**src/rtl/sand_level_ctrl_pkg.sv**
```systemverilog
// rtl/sand_level_ctrl_pkg.sv - shared types and constants for the hourglass sand level controller
package sand_level_ctrl_pkg;

    localparam int ROW_W                   = 11;
    localparam int SAND_DEPTH_DEFAULT      = 68;
    localparam int FRAMES_PER_STEP_DEFAULT = 30;

    typedef enum logic [1:0] {
        ST_IDLE   = 2'd0,
        ST_RUN    = 2'd1,
        ST_PAUSED = 2'd2,
        ST_DONE   = 2'd3
    } sand_state_e;

endpackage

```
**src/rtl/sand_level_ctrl_frame_divider.sv**
```systemverilog
// rtl/sand_level_ctrl_frame_divider.sv - frame tick divider producing one step pulse per FRAMES_PER_STEP ticks
module frame_divider #(
    parameter int FRAMES_PER_STEP = 30
) (
    input  logic clk,
    input  logic resetn_i,
    input  logic clear_i,
    input  logic tick_i,
    output logic step_o
);

    localparam logic [7:0] LAST = 8'(FRAMES_PER_STEP - 1);

    logic [7:0] count_q;
    logic [7:0] count_d;

    // step_o is combinational so the level update lands on the same edge as the wrapping tick
    always_comb begin
        count_d = count_q;
        step_o  = 1'b0;
        if (clear_i) begin
            count_d = 8'd0;
        end else if (tick_i) begin
            if (count_q == LAST) begin
                count_d = 8'd0;
                step_o  = 1'b1;
            end else begin
                count_d = count_q + 8'd1;
            end
        end
    end

    always_ff @(posedge clk) begin
        if (!resetn_i) begin
            count_q <= 8'd0;
        end else begin
            count_q <= count_d;
        end
    end

endmodule

```
**src/rtl/sand_level_ctrl.sv**
```systemverilog
// rtl/sand_level_ctrl.sv - hourglass sand level state machine with registered surface rows
module sand_level_ctrl
    import sand_level_ctrl_pkg::*;
#(
    parameter int FRAMES_PER_STEP = FRAMES_PER_STEP_DEFAULT,
    parameter int SAND_DEPTH      = SAND_DEPTH_DEFAULT
) (
    input  logic             clk,
    input  logic             BTN_S,
    input  logic [ROW_W-1:0] ori_row,
    input  logic             frame_tick,
    input  logic             start,
    input  logic             pause,
    output logic [ROW_W-1:0] lower_row,
    output logic [ROW_W-1:0] upper_row,
    output logic             running,
    output logic             done
);

    localparam logic [6:0]       DEPTH_L = 7'(SAND_DEPTH);
    localparam logic [ROW_W-1:0] SPAN    = ROW_W'(2 * SAND_DEPTH);

    sand_state_e      state_q, state_d;
    logic [6:0]       level_q, level_d;
    logic [ROW_W-1:0] lower_q, lower_d;
    logic [ROW_W-1:0] upper_q, upper_d;
    logic             running_q, running_d;
    logic             done_q, done_d;
    logic             tick_en;
    logic             step;

    // A tick only reaches the divider when nothing with higher priority (start, pause) claims the cycle
    assign tick_en = (state_q == ST_RUN) && frame_tick && !pause && !start;

    frame_divider #(
        .FRAMES_PER_STEP(FRAMES_PER_STEP)
    ) u_frame_divider (
        .clk     (clk),
        .resetn_i(BTN_S),
        .clear_i (start),
        .tick_i  (tick_en),
        .step_o  (step)
    );

    always_comb begin
        state_d = state_q;
        level_d = level_q;
        done_d  = 1'b0;
        if (start) begin
            state_d = ST_RUN;
            level_d = 7'd0;
        end else begin
            case (state_q)
                ST_RUN: begin
                    if (pause) begin
                        state_d = ST_PAUSED;
                    end else if (step && (level_q < DEPTH_L)) begin
                        level_d = level_q + 7'd1;
                        if (level_q + 7'd1 == DEPTH_L) begin
                            state_d = ST_DONE;
                            done_d  = 1'b1;
                        end
                    end
                end
                ST_PAUSED: begin
                    if (!pause) begin
                        state_d = ST_RUN;
                    end
                end
                default: begin
                    state_d = state_q;
                end
            endcase
        end
        lower_d   = ori_row - {4'd0, level_d};
        upper_d   = ori_row - SPAN + {4'd0, level_d};
        running_d = (state_d == ST_RUN) || (state_d == ST_PAUSED);
    end

    always_ff @(posedge clk) begin
        if (!BTN_S) begin
            state_q   <= ST_IDLE;
            level_q   <= 7'd0;
            lower_q   <= {ROW_W{1'b1}};
            upper_q   <= '0;
            running_q <= 1'b0;
            done_q    <= 1'b0;
        end else begin
            state_q   <= state_d;
            level_q   <= level_d;
            lower_q   <= lower_d;
            upper_q   <= upper_d;
            running_q <= running_d;
            done_q    <= done_d;
        end
    end

    assign lower_row = lower_q;
    assign upper_row = upper_q;
    assign running   = running_q;
    assign done      = done_q;

endmodule

```
**config.mk**
```make
export PLATFORM = sky130hd
export DESIGN_NAME = sand_level_ctrl
export DESIGN_NICKNAME = d
export VERILOG_FILES = /design/src/rtl/sand_level_ctrl_pkg.sv /design/src/rtl/sand_level_ctrl_frame_divider.sv /design/src/rtl/sand_level_ctrl.sv
export SDC_FILE = /design/constraint.sdc
export NUM_CORES = 1
export LEC_CHECK = 0
export CAP_MARGIN = 25
export CORE_MARGIN = 5
export CORE_UTILIZATION = 54
export DETAILED_ROUTE_END_ITERATION = 10
export GPL_ROUTABILITY_DRIVEN = 0
export PLACE_DENSITY_LB_ADDON = 0.05
export SYNTH_ARGS = -nofsm -noshare
export SYNTH_HDL_FRONTEND = slang
export SYNTH_HIERARCHICAL = 1
export SYNTH_SLANG_ARGS = --single-unit
```
**constraint.sdc**
```tcl
create_clock -name clk -period 5 [get_ports clk]
set_clock_uncertainty 0.15 [all_clocks]
set_input_delay 0.5 -clock clk [delete_from_list [all_inputs] [get_ports clk]]
set_output_delay 0.5 -clock clk [all_outputs]
set_load 0.03 [all_outputs]
```
==> flow_summary.json, run 1 <==
{
  "drc": 0,
  "stdcell_count": 420,
  "cts_htree_levels": 2,
  "crit_arrival_ps": 4710,
  "startpoint": "pause",
  "holdWs_ps": 365,
  "ys.flop_type": "dfxtp_1",
  "synth_edf_count": 0,
  "io_buffers": 39,
  "numCtsBuffers": 5,
  "antenna_found_initial": 0,
  "die_x_um": 80.5,
  "slew_headroom_pct": 42.3,
  "wire_per_inst_um": 13.2,
  "hold_violations": 0,
  "cts_resized": 0,
  "clkSlewWorstSetupHoldPaths_ps": 80,
  "die_height_um": 80.5,
  "core_area_um2": 4790,
  "min_period_ps": 4660,
  "hold_path_class": "reg -> reg",
  "drt_pass1_iterations": 4,
  "fin_nets": 399,
  "cts_setup_buffers": 0,
  "leakagePower_nw": 1.32,
  "vias_per_cell": 5.45,
  "yosysWarnings": 6,
  "rows": 25,
  "period_share_pct": 93.3,
  "synthDistinctLibCells": 62,
  "synth_async_sr_flop_share_pct": 0,
  "ys_ff_latch": 41,
  "tightest_slew_ps": 863,
  "dpl.hpwl_um": 4290,
  "grt_pass1_wl_um": 9580,
  "syn2layout_area_growth_pct": 21.3,
  "synth_cells": 312,
  "cts_tree": "done",
  "place_area_um2": 3130,
  "status": "finished, final reports clean",
  "track_usage_pct": 18.5,
  "max_cap_violations": 0,
  "ant_nets": 0,
  "ios": 40,
  "syn_area_per_cell_um2": 8.59,
  "multi_input_area_um2": 1690,
  "fmax_mhz": 214,
  "synth_area_um2": 2680,
  "drive_gt1_share_pct": 5.10,
  "stdcell_area_um2": 3250,
  "gr-total-overflow": 0,
  "hold_buffers": 0,
  "dp.cells": 412,
  "cts_root_buf": "clkbuf_8",
  "clock_latency_ps": 300,
  "wirelength_um": 5550,
  "ys_seq_area_share_pct": 30.6,
  "critPathLaunchType": "input port",
  "syn_nets": 359,
  "antennaDiodeCount": 0,
  "crit_required_ps": 5050,
  "fp.dieArea_um2": 6470,
  "grt_max_degree": 27,
  "postLayoutCoreUtil_pct": 67.9,
  "end_kind": "flop",
  "hp-start": "u_frame_divider/count_q[7]",
  "seq_area_um2": 821,
  "clk_path_buf_depth": 2,
  "fill_cells": 417,
  "vias": 2288,
  "reg2reg_from": "state_q[0]",
  "start_util_pct": 56.0,
  "pwr_density_cell_nw_per_um2": 245,
  "drtIter0Drc": 112,
  "slew_violations": 0,
  "crit_type": "in -> reg",
  "crit_fanout": 5,
  "irDropWorstVdd_mv": 0.171,
  "setup_viol": 0,
  "tns_ps": 0,
  "rsz0062_at_grt": "false",
  "first_global_vias": 2173,
  "cts.sinks": 41
}
## metrics by stage
step	setup slack, ps	power (mW)
finish	337	0.795
global route	29.0	0.839
CTS	341	0.806
detailed placement	41.3	0.521
global placement	227	0.519
floorplan	794	0.458
## kinds of logic (layout without fill, tap and decap cells)
| family | count (synthesis) | after routing | synth area share [%] |
|---|---|---|---|
| xor gates and xnor gates | 14 | 14 | 4.58 |
| buffers and inverters | 42 | 83 | 6.30 |
| DFF | 41 | 41 | 30.6 |
| muxes | 5 | 5 | 2.01 |
| and+or+nand+nor | 120 | 120 | 25.7 |
| AOI/OAI and AO/OA | 59 | 59 | 15.8 |
| adders and majority gates | 31 | 31 | 15.0 |
## cell usage after synthesis, types with 3 or more instances
cell      count  share of area, %
dfxtp_1      41                31
inv_1        33               4.6
ha_1         29                14
nand2_1      20               2.8
nor2_1       18               2.5
a21oi_1      12               2.2
nand3_1      10               1.9
nor2b_1      10               2.3
nor3_1        8               1.5
o21ai_0       8               1.5
xnor2_1       8               2.6
nand2b_1      7               1.6
nand4_1       6               1.4
or2_1         6               1.4
xor2_1        6               2.0
a31oi_1       5               1.2
and2_1        5               1.2
clkbuf_1      5              0.70
or3_1         5               1.2
a211oi_1      4               1.1
and3_1        4              0.93
nor4_1        4              0.93
nor4b_1       4               1.3
o21ai_1       4              0.75
and3b_1       3              0.98
## cell type report
type / count / share of cell area, %
multi-input combinational: 229 / 52.0
sequential: 41 / 25.2
timing repair buffer: 42 / 12.7
inverter: 33 / 3.81
tap: 67 / 2.58
clock buffer: 6 / 2.54
clock inverter: 2 / 1.15
## cell usage in the layout, fill, tap and decap left out, drive strengths merged, types with 3 or more instances in the layout
cell type / netlist / final
nor3: 9 / 9
ha: 29 / 29
clkbuf: 5 / 6
o21ai: 12 / 12
nor2: 18 / 18
nor4b: 4 / 4
mux2: 3 / 3
nand2b: 7 / 7
nand2: 20 / 20
a211oi: 4 / 4
clkdlybuf4s50: 0 / 39
nor4: 4 / 4
and3b: 3 / 3
a21oi: 12 / 12
xnor2: 8 / 8
a31oi: 5 / 5
and3: 5 / 5
and2: 5 / 5
nand3: 11 / 11
or2: 6 / 6
dfxtp: 41 / 41
nand4: 6 / 6
nor2b: 11 / 11
buf: 4 / 3
or3: 5 / 5
inv: 33 / 33
xor2: 6 / 6
## report_power, final
part | internal, mW | switching (mW)
clock | 0.162 | 0.120
sequential | 0.342 | 0.00505
combinational | 0.0729 | 0.0929
## registers in the layout, summed over array words and instances (netlist names)
signal	flops
running	1
level_q	7
done	1
lower_row	11
u_frame_divider/count_q	8
state_q	2
upper_row	11
## critical path, cell delays in order
cell             delay (ps)
clkdlybuf4s50_1         480
nor2b_2                 260
and3b_1                 220
nand4_1                 160
nor3_1                  470
and3_4                  320
nand4_1                 110
xor2_1                  170
or2_1                   240
ha_1                    360
inv_1                   110
ha_1                    360
nand3_1                 100
o211ai_1                170
a311o_1                 410
xnor2_1                 130
and2_1                  140
## final timing paths
| path | to | slack (ps) | cells past startpoint |
|---|---|---|---|
| setup / recovery | upper_row[10] | 340 | 17 |
| setup reg to reg | upper_row[10] | 410 | 17 |
| hold / removal | u_frame_divider/count_q[7] | 360 | 2 |
| hold reg to reg | u_frame_divider/count_q[7] | 360 | 2 |
## per-layer routing
metal,vias to the layer above,part of all wire [%],global-route usage (%)
met5,-,0,0
met4,0,1.3,6.25
met2,49,43,28.5
li1,1179,-,-
met1,1052,51,25.3
met3,8,5.0,4.37
Note: power is estimated with default switching activity, not from simulation.
==> run 2: changes to the inputs <==
--- a/config.mk
+++ b/config.mk
@@ -7,10 +7,11 @@
 export LEC_CHECK = 0
 export CAP_MARGIN = 25
 export CORE_MARGIN = 5
-export CORE_UTILIZATION = 54
+export CORE_UTILIZATION = 46
 export DETAILED_ROUTE_END_ITERATION = 10
 export GPL_ROUTABILITY_DRIVEN = 0
 export PLACE_DENSITY_LB_ADDON = 0.05
+export REMOVE_ABC_BUFFERS = 1
 export SYNTH_ARGS = -nofsm -noshare
 export SYNTH_HDL_FRONTEND = slang
 export SYNTH_HIERARCHICAL = 1
==> constraint.sdc (replaced) <==
create_clock -name clk -period 5.64 [get_ports clk]
set_clock_uncertainty 0.15 [all_clocks]
set_input_delay 0.564 -clock clk [delete_from_list [all_inputs] [get_ports clk]]
set_output_delay 0.564 -clock clk [all_outputs]
set_load 0.03 [all_outputs]
==> run 2 against run 1 <==
Effect of this change:
- register-to-register slack gained 510 ps
- combinational power is 11% lower
- critical path depth unchanged
- global-route usage down 2.9 points
- flip-flop and latch count did not move
- final area rose by 0.38%
- largest power group unchanged
- highest routed layer unchanged
==> flow_summary.json, run 2 (synthesis results as in run 1) <==
{
  "status": "finished, final reports clean",
  "ios": 40,
  "die_height_um": 86.3,
  "rows": 27,
  "place_area_um2": 3130,
  "r2r_end": "upper_row[10]",
  "vias_per_cell": 5.28,
  "die_x_um": 86.3,
  "postLayoutCoreUtil_pct": 58.6,
  "cp_slowest_stage_delay_ps": 490,
  "crit_fanout": 10,
  "drc": 0,
  "stdcell_area_um2": 3260,
  "drive_gt1_share_pct": 4.83,
  "crit_slowest_cell": "clkdlybuf4s50_1",
  "tightest_slew_ps": 545,
  "hold_path_class": "reg -> reg",
  "cts_resized": 0,
  "cts_root_buf": "clkbuf_8",
  "irDropWorstVdd_mv": 0.137,
  "drtIter0Drc": 108,
  "rsz0062_at_grt": "false",
  "ant_nets": 0,
  "cts_setup_buffers": 0,
  "fill_cells": 540,
  "drt_pass1_iterations": 4,
  "core_area_um2": 5570,
  "critPathLaunchType": "input port",
  "slew_violations": 0,
  "hold_violations": 0,
  "stdcell_count": 424,
  "syn2layout_area_growth_pct": 21.8,
  "clk_path_buf_depth": 2,
  "wire_per_inst_um": 13.2,
  "io_buffers": 39,
  "gr-total-overflow": 0,
  "hold_end": "u_frame_divider/count_q[7]",
  "numCtsBuffers": 5,
  "layout_common_cells": "41 x dfxtp_1, 39 x clkdlybuf4s50_1, 33 x inv_1",
  "antenna_found_initial": 0,
  "crit_type": "in -> reg",
  "first_global_vias": 2099,
  "wirelength_um": 5580,
  "antennaDiodeCount": 0,
  "cts.sinks": 41,
  "start_util_pct": 48.1,
  "dpl.hpwl_um": 4220,
  "final_common_cell": "dfxtp_1",
  "clock_latency_ps": 300,
  "crit_arrival_ps": 4930,
  "track_usage_pct": 15.6,
  "period_share_pct": 86.8,
  "reg2reg_from": "state_q[1]",
  "reg2reg_depth": 18,
  "fp.dieArea_um2": 7450,
  "grt_pass1_wl_um": 9510,
  "grt_max_degree": 45,
  "end_kind": "flop",
  "min_period_ps": 4890,
  "r2r_slack_ps": 920,
  "pwr_density_cell_nw_per_um2": 226,
  "vias": 2238,
  "hold_depth": 2,
  "hp-start": "u_frame_divider/count_q[7]",
  "setup_viol": 0,
  "clkSlewWorstSetupHoldPaths_ps": 90,
  "hold_buffers": 0,
  "cts_tree": "done",
  "leakagePower_nw": 1.33,
  "crit_required_ps": 5680,
  "dp.cells": 416,
  "fin_nets": 398,
  "crit_chain": "clkdlybuf4s50_1, nor2b_2, and3b_1, nand4_1, nor3_1, and3_4, nand4_1, xor2_1, or2_1, ha_1, inv_1, ha_1, nand3_1, o211ai_1, a311o_1, xnor2_1, and2_1",
  "fmax_mhz": 204,
  "slew_headroom_pct": 63.1,
  "tns_ps": 0,
  "cts_htree_levels": 2,
  "max_cap_violations": 0
}
run 2: per-layer routing:
layer	vias up	global-route usage [%]	share of wire, %	wire (um)
met1	1020	21.1	50	2770
met2	38	24.6	44	2470
met3	5	3.71	5.1	286
met5	-	0	0	0
li1	1175	-	-	-
met4	0	4.67	1.1	59
run 2: where the power goes:
part / switching [mW] / total (mW) / internal (mW)
Combinational: 0.0822 / 0.147 / 0.0644
Sequential: 0.00400 / 0.308 / 0.304
Clock: 0.107 / 0.283 / 0.176
run 2: how the worst max path moves through the flow:
stage / slack, ps / startpoint / cells after the start / endpoint
6_report: 750 / pause / 17 / upper_row[10]
5_1_grt: 310 / pause / 18 / upper_row[9]
4_1_cts: 740 / pause / 17 / upper_row[10]
3_5_place_dp: 420 / pause / 17 / upper_row[10]
3_3_place_gp: 560 / pause / 18 / upper_row[9]
2_1_floorplan: 1370 / state_q[1] / 18 / upper_row[10]
run 2: worst max-delay path, delay by kind of cell:
family                     cells  cell delay [ps]
buffers and inverters          2              600
xor gates and xnor gates       2              290
and+or+nand+nor                9             2190
adders and majority gates      2              710
AOI/OAI and AO/OA              2              560
run 2: through the flow:
| step | total power [mW] | setup slack [ps] | hold WS, ps |
|---|---|---|---|
| floorplan | 0.402 | 1370 | 321 |
| global placement | 0.461 | 563 | 340 |
| detailed placement | 0.462 | 416 | 353 |
| CTS | 0.750 | 743 | 369 |
| global route | 0.776 | 312 | 414 |
| finish | 0.737 | 746 | 366 |
run 2: cell type report:
type	instances	area [um2]	area share [%]
repair buffers	41	405	12.4
clock buffers	5	68.8	2.11
multi-input cells	229	1690	51.8
clock inverters	3	65.1	1.99
flip-flops and latches	41	821	25.1
well taps	72	90.1	2.76
inverters	33	124	3.79
==> run 3: changes to the inputs <==
--- a/config.mk
+++ b/config.mk
@@ -7,7 +7,8 @@
 export LEC_CHECK = 0
 export CAP_MARGIN = 25
 export CORE_MARGIN = 5
-export CORE_UTILIZATION = 46
+export CORE_UTILIZATION = 59
+export CTS_BUF_LIST = sky130_fd_sc_hd__clkbuf_2
 export DETAILED_ROUTE_END_ITERATION = 10
 export GPL_ROUTABILITY_DRIVEN = 0
 export PLACE_DENSITY_LB_ADDON = 0.05
==> run 3 against run 2 <==
Effect of this change:
- largest power group unchanged
- worst setup slack better by 77 ps
- largest cell class unchanged
- non-clock buffer count is the same
- critical path depth is 1 higher
==> flow_summary.json, run 3 (synthesis results as in run 1) <==
{
  "total_power_uw": 635,
  "cts_resized": 0,
  "tightest_slew_ps": 504,
  "postLayoutCoreUtil_pct": 72.5,
  "setup_viol": 0,
  "io_buffers": 39,
  "ios": 40,
  "pwr_density_cell_nw_per_um2": 200,
  "wirelength_um": 5440,
  "crit_slowest_cell": "nor3_1",
  "comb_power_share_pct": 23.2,
  "cts.sinks": 41,
  "slew_violations": 0,
  "start_util_pct": 61.1,
  "p_sw_uw": 190,
  "layout_common_cells": "41 x dfxtp_1, 39 x clkdlybuf4s50_1, 33 x inv_1",
  "fin_nets": 398,
  "rows": 24,
  "path_common_cell": "ha_1",
  "clock_latency_ps": 410,
  "place_worst_setup_slack_ps": 443,
  "first_global_vias": 2120,
  "drc": 0,
  "wire_per_inst_um": 13.5,
  "place_area_um2": 3110,
  "p_int_uw": 445,
  "antennaDiodeCount": 0,
  "crit_arrival_ps": 4990,
  "vias": 2315,
  "crit_type": "reg -> reg",
  "stdcell_area_um2": 3180,
  "leakagePower_nw": 1.30,
  "vias_per_cell": 5.73,
  "dp.cells": 396,
  "grt_max_degree": 45,
  "gr-total-overflow": 0,
  "grt_pass1_wl_um": 9280,
  "hold_buffers": 0,
  "clockPowerShare_pct": 28.2,
  "clkSlewWorstSetupHoldPaths_ps": 230,
  "hold_depth": 2,
  "status": "finished, final reports clean",
  "hold_violations": 0,
  "holdWs_ps": 384,
  "clk_path_buf_depth": 2,
  "ant_nets": 0,
  "end_kind": "flop",
  "die_height_um": 77.4,
  "seq_area_um2": 821,
  "track_usage_pct": 18.6,
  "fmax_mhz": 208,
  "crit_chain": "inv_1, ha_1, nor2b_2, and3b_1, nand4_1, nor3_1, and3_4, nand4_1, xor2_1, or2_1, ha_1, inv_1, ha_1, nand3_1, o211ai_1, a311o_1, xnor2_1, and2_1",
  "final_common_cell": "dfxtp_1",
  "core_area_um2": 4380,
  "dpl.hpwl_um": 4170,
  "drt_pass1_iterations": 4,
  "min_period_ps": 4820,
  "max_cap_violations": 0,
  "drtIter0Drc": 133,
  "crit_fanout": 10,
  "hold_path_class": "reg -> reg",
  "irDropWorstVdd_mv": 0.145,
  "cts_root_buf": "clkbuf_2",
  "antenna_found_initial": 0,
  "fill_cells": 362,
  "cp_slowest_stage_delay_ps": 440,
  "critPathLaunchType": "flop",
  "seqPwrFrac_pct": 48.6,
  "cts_htree_levels": 2,
  "tns_ps": 0,
  "die_x_um": 77.4,
  "multi_input_area_um2": 1690,
  "slew_headroom_pct": 65.9,
  "cts_setup_buffers": 0,
  "p_sw_share_pct": 30.0,
  "drive_gt1_share_pct": 4.83,
  "fin_ws_ps": 823,
  "reg2reg_depth": 18,
  "syn2layout_area_growth_pct": 18.5,
  "crit_required_ps": 5820,
  "fp.dieArea_um2": 5990,
  "numCtsBuffers": 5,
  "rsz0062_at_grt": "false",
  "stdcell_count": 404,
  "period_share_pct": 85.4,
  "cts_tree": "done"
}
run 3: critical path, delay by kind of cell (launching register included):
family | cells | cell delay [ps]
fa+ha+maj | 3 | 910
flops | 1 | 380
simple gates | 9 | 2210
buf+inv | 2 | 220
xor+xnor | 2 | 290
compound gates | 2 | 570
run 3: worst paths after layout:
kind                                    from                    endpoint  slack (ps)
setup / recovery                  state_q[1]               upper_row[10]         820
setup reg to reg                  state_q[1]               upper_row[10]         820
hold / removal    u_frame_divider/count_q[7]  u_frame_divider/count_q[7]         380
hold reg to reg   u_frame_divider/count_q[7]  u_frame_divider/count_q[7]         380
run 3: power by group through the flow:
stage | Combinational (mW) | Sequential (mW) | Clock [mW]
after global placement | 0.145 | 0.314 | 0
final | 0.147 | 0.308 | 0.179
after detailed placement | 0.147 | 0.314 | 0
after global routing | 0.160 | 0.310 | 0.201
after CTS | 0.148 | 0.309 | 0.186
after floorplan | 0.0599 | 0.342 | 0
run 3: layout make-up:
| class | count | area share [%] |
|---|---|---|
| tap | 52 | 2.05 |
| clock inverter | 3 | 1.46 |
| clock buffer | 5 | 0.788 |
| timing repair buffer | 41 | 12.8 |
| inverter | 33 | 3.90 |
| sequential | 41 | 25.8 |
| multi-input combinational | 229 | 53.2 |
run 3: routing by layer:
layer	wire length [um]	up-vias	track usage [%]	part of all wire (%)
li1	-	1181	-	-
met1	2560	1072	24.2	47
met2	2500	57	30.1	46
met3	322	5	5.56	5.9
met4	62	0	4.81	1.1
met5	0	-	0	0
